$ cat config.mk
export PLATFORM = sky130hd
export DESIGN_NAME = fifo_1r1w_ctrl_flat
export DESIGN_NICKNAME = d
export VERILOG_FILES = /design/src/rtl/fifo_1r1w_ctrl_if.sv /design/src/rtl/fifo_1r1w_ctrl.sv /design/src/flat_wrapper.sv
export SDC_FILE = /design/constraint.sdc
export NUM_CORES = 1
export LEC_CHECK = 0
export ABC_AREA = 0
export BUFFER_PORTS_ARGS = -buffer_cell sky130_fd_sc_hd__buf_4
export CAP_MARGIN = 20
export CORE_AREA = 2 2 39 41
export DETAILED_ROUTE_END_ITERATION = 16
export DIE_AREA = 0 0 41 43
export GPL_ROUTABILITY_DRIVEN = 0
export SYNTH_ARGS = -nofsm -noshare
export SYNTH_HDL_FRONTEND = slang
export SYNTH_SLANG_ARGS = --single-unit
$ cat constraint.sdc
create_clock -name clk_i -period 3.2 [get_ports clk_i]
set_clock_uncertainty 0.15 [all_clocks]
set_input_delay 0.48 -clock clk_i [delete_from_list [all_inputs] [get_ports clk_i]]
set_output_delay 0.48 -clock clk_i [all_outputs]
set_load 0.005 [all_outputs]
$ cat src/rtl/fifo_1r1w_ctrl_if.sv
// Handshake and storage-control bundle between a 1R1W FIFO controller and
// its producer/consumer/storage; widths follow the entry count.
interface fifo_1r1w_ctrl_if #(
  parameter int els_p = 4
);
  localparam int ptr_width_lp   = $clog2(els_p);
  localparam int count_width_lp = $clog2(els_p + 1);

  logic                      valid_i;
  logic                      ready_o;
  logic                      valid_o;
  logic                      yumi_i;
  logic [els_p-1:0]          wr_en_o;
  logic [ptr_width_lp-1:0]   rd_sel_o;
  logic [count_width_lp-1:0] count_o;
  logic                      full_o;
  logic                      empty_o;

  modport master (
    output valid_i, yumi_i,
    input  ready_o, valid_o, wr_en_o, rd_sel_o, count_o, full_o, empty_o
  );

  modport slave (
    input  valid_i, yumi_i,
    output ready_o, valid_o, wr_en_o, rd_sel_o, count_o, full_o, empty_o
  );
endinterface

$ cat src/rtl/fifo_1r1w_ctrl.sv
// Pointer/occupancy controller for a one-read/one-write FIFO: drives one-hot
// write enables and the read-mux select; holds no data.
module fifo_1r1w_ctrl #(
  parameter int els_p = 4
) (
  input  logic               clk_i,
  input  logic               reset_n_i,
  fifo_1r1w_ctrl_if.slave    bus
);
  localparam int ptr_width_lp   = $clog2(els_p);
  localparam int count_width_lp = $clog2(els_p + 1);

  logic [ptr_width_lp-1:0]   r_wptr;
  logic [ptr_width_lp-1:0]   r_rptr;
  logic [count_width_lp-1:0] r_count;

  logic                      w_full;
  logic                      w_empty;
  logic                      w_enq;
  logic                      w_deq;
  logic [ptr_width_lp-1:0]   w_wptr_nxt;
  logic [ptr_width_lp-1:0]   w_rptr_nxt;
  logic [els_p-1:0]          w_wr_en;

  assign w_full  = (r_count == count_width_lp'(els_p));
  assign w_empty = (r_count == '0);

  // reset_n_i gates enq so no write strobe escapes while reset is asserted
  assign w_enq = bus.valid_i & ~w_full & reset_n_i;
  assign w_deq = bus.yumi_i & ~w_empty;

  // Explicit wrap: els_p need not be a power of two
  assign w_wptr_nxt = (r_wptr == ptr_width_lp'(els_p - 1)) ? '0 : r_wptr + ptr_width_lp'(1);
  assign w_rptr_nxt = (r_rptr == ptr_width_lp'(els_p - 1)) ? '0 : r_rptr + ptr_width_lp'(1);

  always_comb begin
    w_wr_en = '0;
    if (w_enq) w_wr_en = {{(els_p-1){1'b0}}, 1'b1} << r_wptr;
  end

  always_ff @(posedge clk_i or negedge reset_n_i) begin
    if (!reset_n_i) begin
      r_wptr  <= '0;
      r_rptr  <= '0;
      r_count <= '0;
    end else begin
      if (w_enq) r_wptr <= w_wptr_nxt;
      if (w_deq) r_rptr <= w_rptr_nxt;
      case ({w_enq, w_deq})
        2'b10:   r_count <= r_count + count_width_lp'(1);
        2'b01:   r_count <= r_count - count_width_lp'(1);
        default: r_count <= r_count;
      endcase
    end
  end

  assign bus.ready_o  = ~w_full;
  assign bus.valid_o  = ~w_empty;
  assign bus.full_o   = w_full;
  assign bus.empty_o  = w_empty;
  assign bus.count_o  = r_count;
  assign bus.rd_sel_o = r_rptr;
  assign bus.wr_en_o  = w_wr_en;

  a_no_yumi_when_empty: assert property (
    @(posedge clk_i) disable iff (!reset_n_i) !(bus.yumi_i && w_empty));

  a_count_matches_ptrs: assert property (
    @(posedge clk_i) disable iff (!reset_n_i)
    (r_count == count_width_lp'(els_p)) ? (r_wptr == r_rptr)
      : (int'(r_count) == ((int'(r_wptr) - int'(r_rptr) + els_p) % els_p)));
endmodule
$ cat src/flat_wrapper.sv
// flat-port wrapper written by rule: the top's interface ports become plain ports
module fifo_1r1w_ctrl_flat 
#(
  parameter int els_p = 4
)
  (clk_i, reset_n_i, bus_valid_i, bus_yumi_i, bus_ready_o, bus_valid_o, bus_wr_en_o, bus_rd_sel_o, bus_count_o, bus_full_o, bus_empty_o);
  fifo_1r1w_ctrl_if #(.els_p(els_p)) bus_i ();
  input  logic clk_i;
  input  logic reset_n_i;
  input wire logic [$bits(bus_i.valid_i)-1:0] bus_valid_i;
  input wire logic [$bits(bus_i.yumi_i)-1:0] bus_yumi_i;
  output wire logic [$bits(bus_i.ready_o)-1:0] bus_ready_o;
  output wire logic [$bits(bus_i.valid_o)-1:0] bus_valid_o;
  output wire logic [$bits(bus_i.wr_en_o)-1:0] bus_wr_en_o;
  output wire logic [$bits(bus_i.rd_sel_o)-1:0] bus_rd_sel_o;
  output wire logic [$bits(bus_i.count_o)-1:0] bus_count_o;
  output wire logic [$bits(bus_i.full_o)-1:0] bus_full_o;
  output wire logic [$bits(bus_i.empty_o)-1:0] bus_empty_o;
  assign bus_i.valid_i = bus_valid_i;
  assign bus_i.yumi_i = bus_yumi_i;
  assign bus_ready_o = bus_i.ready_o;
  assign bus_valid_o = bus_i.valid_o;
  assign bus_wr_en_o = bus_i.wr_en_o;
  assign bus_rd_sel_o = bus_i.rd_sel_o;
  assign bus_count_o = bus_i.count_o;
  assign bus_full_o = bus_i.full_o;
  assign bus_empty_o = bus_i.empty_o;
  fifo_1r1w_ctrl #(.els_p(els_p)) u_core (.clk_i(clk_i), .reset_n_i(reset_n_i), .bus(bus_i));
endmodule
==> reports/qor.yml <==
yosys:
  synth_area_leader_cell: "dfrtp_1"
  syn-instance-count: 43
  yosys.area.top_type_share: 0.366
  synth_cell_types: 16
  syn_area_per_cell_um2: 11.1
  synth-adder-area-share: 0.198
  yosys_warnings: 0
  synth_mux_area_frac: 0.131
  ys_seq_elements: 7
  synth_xor_area_frac: 0.0548
  synth_top_family_by_area: "adder cells"
  synth_compound_area_frac: 0
  syn_nets: 54
  synth-simple-area-share: 0.157
  ys_seq_area_frac: 0.366
  synth_area_leaders: "dfrtp_1 37%, ha_1 16%, inv_1 7.0%"
  syn_area_um2: 479
global_routing:
  antenna_found_initial: 0
  grt_pass1_wl_um: 1370
  grt_overflow: 0
  grt_pass1_vias: 329
  grt_max_degree: 9
  grt_usage: 0.122
sta:
  rsz0062_at_grt: "false"
  period_share: 0.776
  setup_tns_ns: 0
  setup_viol_count_final: 0
  worstMarginPinSlew_ns: 0.180
  slew_headroom: 0.880
  period_minus_slack_ns: 2.48
  fmax_mhz: 403
  hold_violations: 0
  maxSlewViolCount: 0
  setup_slack_ns: 0.717
setup_path:
  r2r_start: "u_core.bus.count_o[0]"
  worstReg2RegEnd: "u_core.bus.count_o[2]"
  cp-end-kind: "register"
  cp_data_arrival_time_ns: 2.50
  startpoint_type: "input pin"
  reg2reg_depth: 9
  critPathMaxFanout: 8
  r2r_slack_ns: 0.83
  path_class: "input pin to register"
  required_ns: 3.21
power:
  power_frac_seq: 0.327
  swShare: 0.351
  leakage_nw: 0.360
  vdd.ir_drop.worst_mv: 0.387
  p_per_area_nw_per_um2: 893
  comb_power_share: 0.539
  internal_power_mw: 0.373
  p_sw_mw: 0.202
  clock_power_share: 0.134
cells_and_area:
  syn_to_final_growth_pct: 34.5
  utilization: 0.466
  finalNonFillerCells: 79
  drive_gt1_frac: 0.476
  final_cell_mix: "16 x buf_4, 9 x inv_1, 7 x dfrtp_1, 6 x ha_1, 4 x and2_2"
  num-fill-cells: 139
  final_common_cell: "buf_4"
  nNetsFinal: 75
  n_antenna_cell: 0
floorplanning:
  dieArea_um2: 1760
  start_util: 0.346
  fp.dieH_um: 43
  core-area_um2: 1380
  rows: 14
  num_io_pins: 17
  die_w_um: 41
route:
  firstDrtPassIters: 4
  vias: 353
  ant_nets: 0
  routedWlPerCell_um: 10.2
  drc: 0
  routed_wl_um: 803
  drt_iter0_drc: 3
  vias_per_cell: 4.47
hold_path:
  hold_class: "register to register"
  min_path_cells: 1
  min_from: "u_core.bus.count_o[2]"
  hold_path_end: "u_core.bus.count_o[2]"
cts:
  cts_setup_buffers: 0
  cts_tree: "yes"
  ctsRootBufferMaster: "clkbuf_4"
  cts_buffer_depth: 2
  clkTransAtPathRegs_ns: 0.05
  cts.sinks: 7
  cts_buffers: 3
  ctsHtreeMaxLevel: 1
  holdBufCountCts: 1
  clk_latency_ns: 0.24
  cts-resized-gates: 0
placement:
  placed_cells: 74
  dp_hpwl_um: 648
  preCtsSetupSlack_ns: 0.836
  io_buffers: 16
job:
  max-cap-violations: 0
outcome:
  outcome: "finished clean"
Yosys cell counts:
library cell and n:
nand2_1 1, ha_1 6, mux2_2 2, buf_6 1, mux2i_1 1, mux2_4 2
or3b_4 1, and2_2 4, xnor2_1 1, or3_2 1, xor2_1 2, dfrtp_1 7
and3_4 1, nor2_1 3, inv_1 9, fa_1 1
worst max path at each step:
stage                          startpoint                    end  cells past startpoint
floorplan           u_core.bus.count_o[0]  u_core.bus.count_o[2]                     10
global placement    u_core.bus.count_o[0]  u_core.bus.count_o[2]                      9
detailed placement  u_core.bus.count_o[0]  u_core.bus.count_o[2]                      9
CTS                             reset_n_i  u_core.bus.count_o[2]                     10
global route                    reset_n_i  u_core.bus.count_o[2]                     10
finish                          reset_n_i  u_core.bus.count_o[2]                     10
per-stage QoR:
stage                     total power, mW  area [um2]  hold slack [ns]
after floorplan                     0.375         479           0.0344
final                               0.576         644            0.371
after detailed placement            0.507         608            0.153
after CTS                           0.591         644            0.376
after global routing                0.646         644            0.410
after global placement              0.496         608            0.150
logic make-up (layout without fill, tap and decap cells):
| group | count (synthesis) | after routing |
|---|---|---|
| DFF | 7 | 7 |
| and+or+nand+nor | 11 | 11 |
| xor gates and xnor gates | 3 | 3 |
| adders and majority gates | 7 | 7 |
| muxes | 5 | 5 |
| buffers and inverters | 10 | 30 |
cell type report:
class,instances,area [um2],share of cell area
inverters,9,33.8,0.0524
repair buffers,17,130,0.202
clock buffers,4,26.3,0.0408
multi-input cells,26,259,0.402
well taps,16,20.0,0.0311
flip-flops and latches,7,175,0.272
critical path, cell delays in order:
cell and delay (ns):
dlygate4sd3_1 0.55, buf_4 0.18, and3_4 0.20, inv_1 0.06
ha_1 0.16, inv_1 0.06, fa_1 0.37, xor2_1 0.15
nor2_1 0.13, xor2_1 0.17
metal layers:
layer,part of all wire,vias to the layer above,track usage
met4,0.017,0,0.100
met5,0,-,0
met3,0.052,2,0.0471
met2,0.50,10,0.163
met1,0.43,168,0.149
li1,-,173,-
power groups by stage:
stage                     Sequential (mW)  Combinational, mW  Clock, mW
after floorplan                     0.183              0.192          0
after global placement              0.187              0.309          0
after detailed placement            0.190              0.317          0
after CTS                           0.190              0.320     0.0818
after global routing                0.198              0.356     0.0913
final                               0.188              0.311     0.0769
registers in the layout (all words and copies together), names as in the netlist:
register and count:
u_core.r_wptr 2, u_core.bus.count_o 3, u_core.bus.rd_sel_o 2
Power figures use the tool's default switching activity.
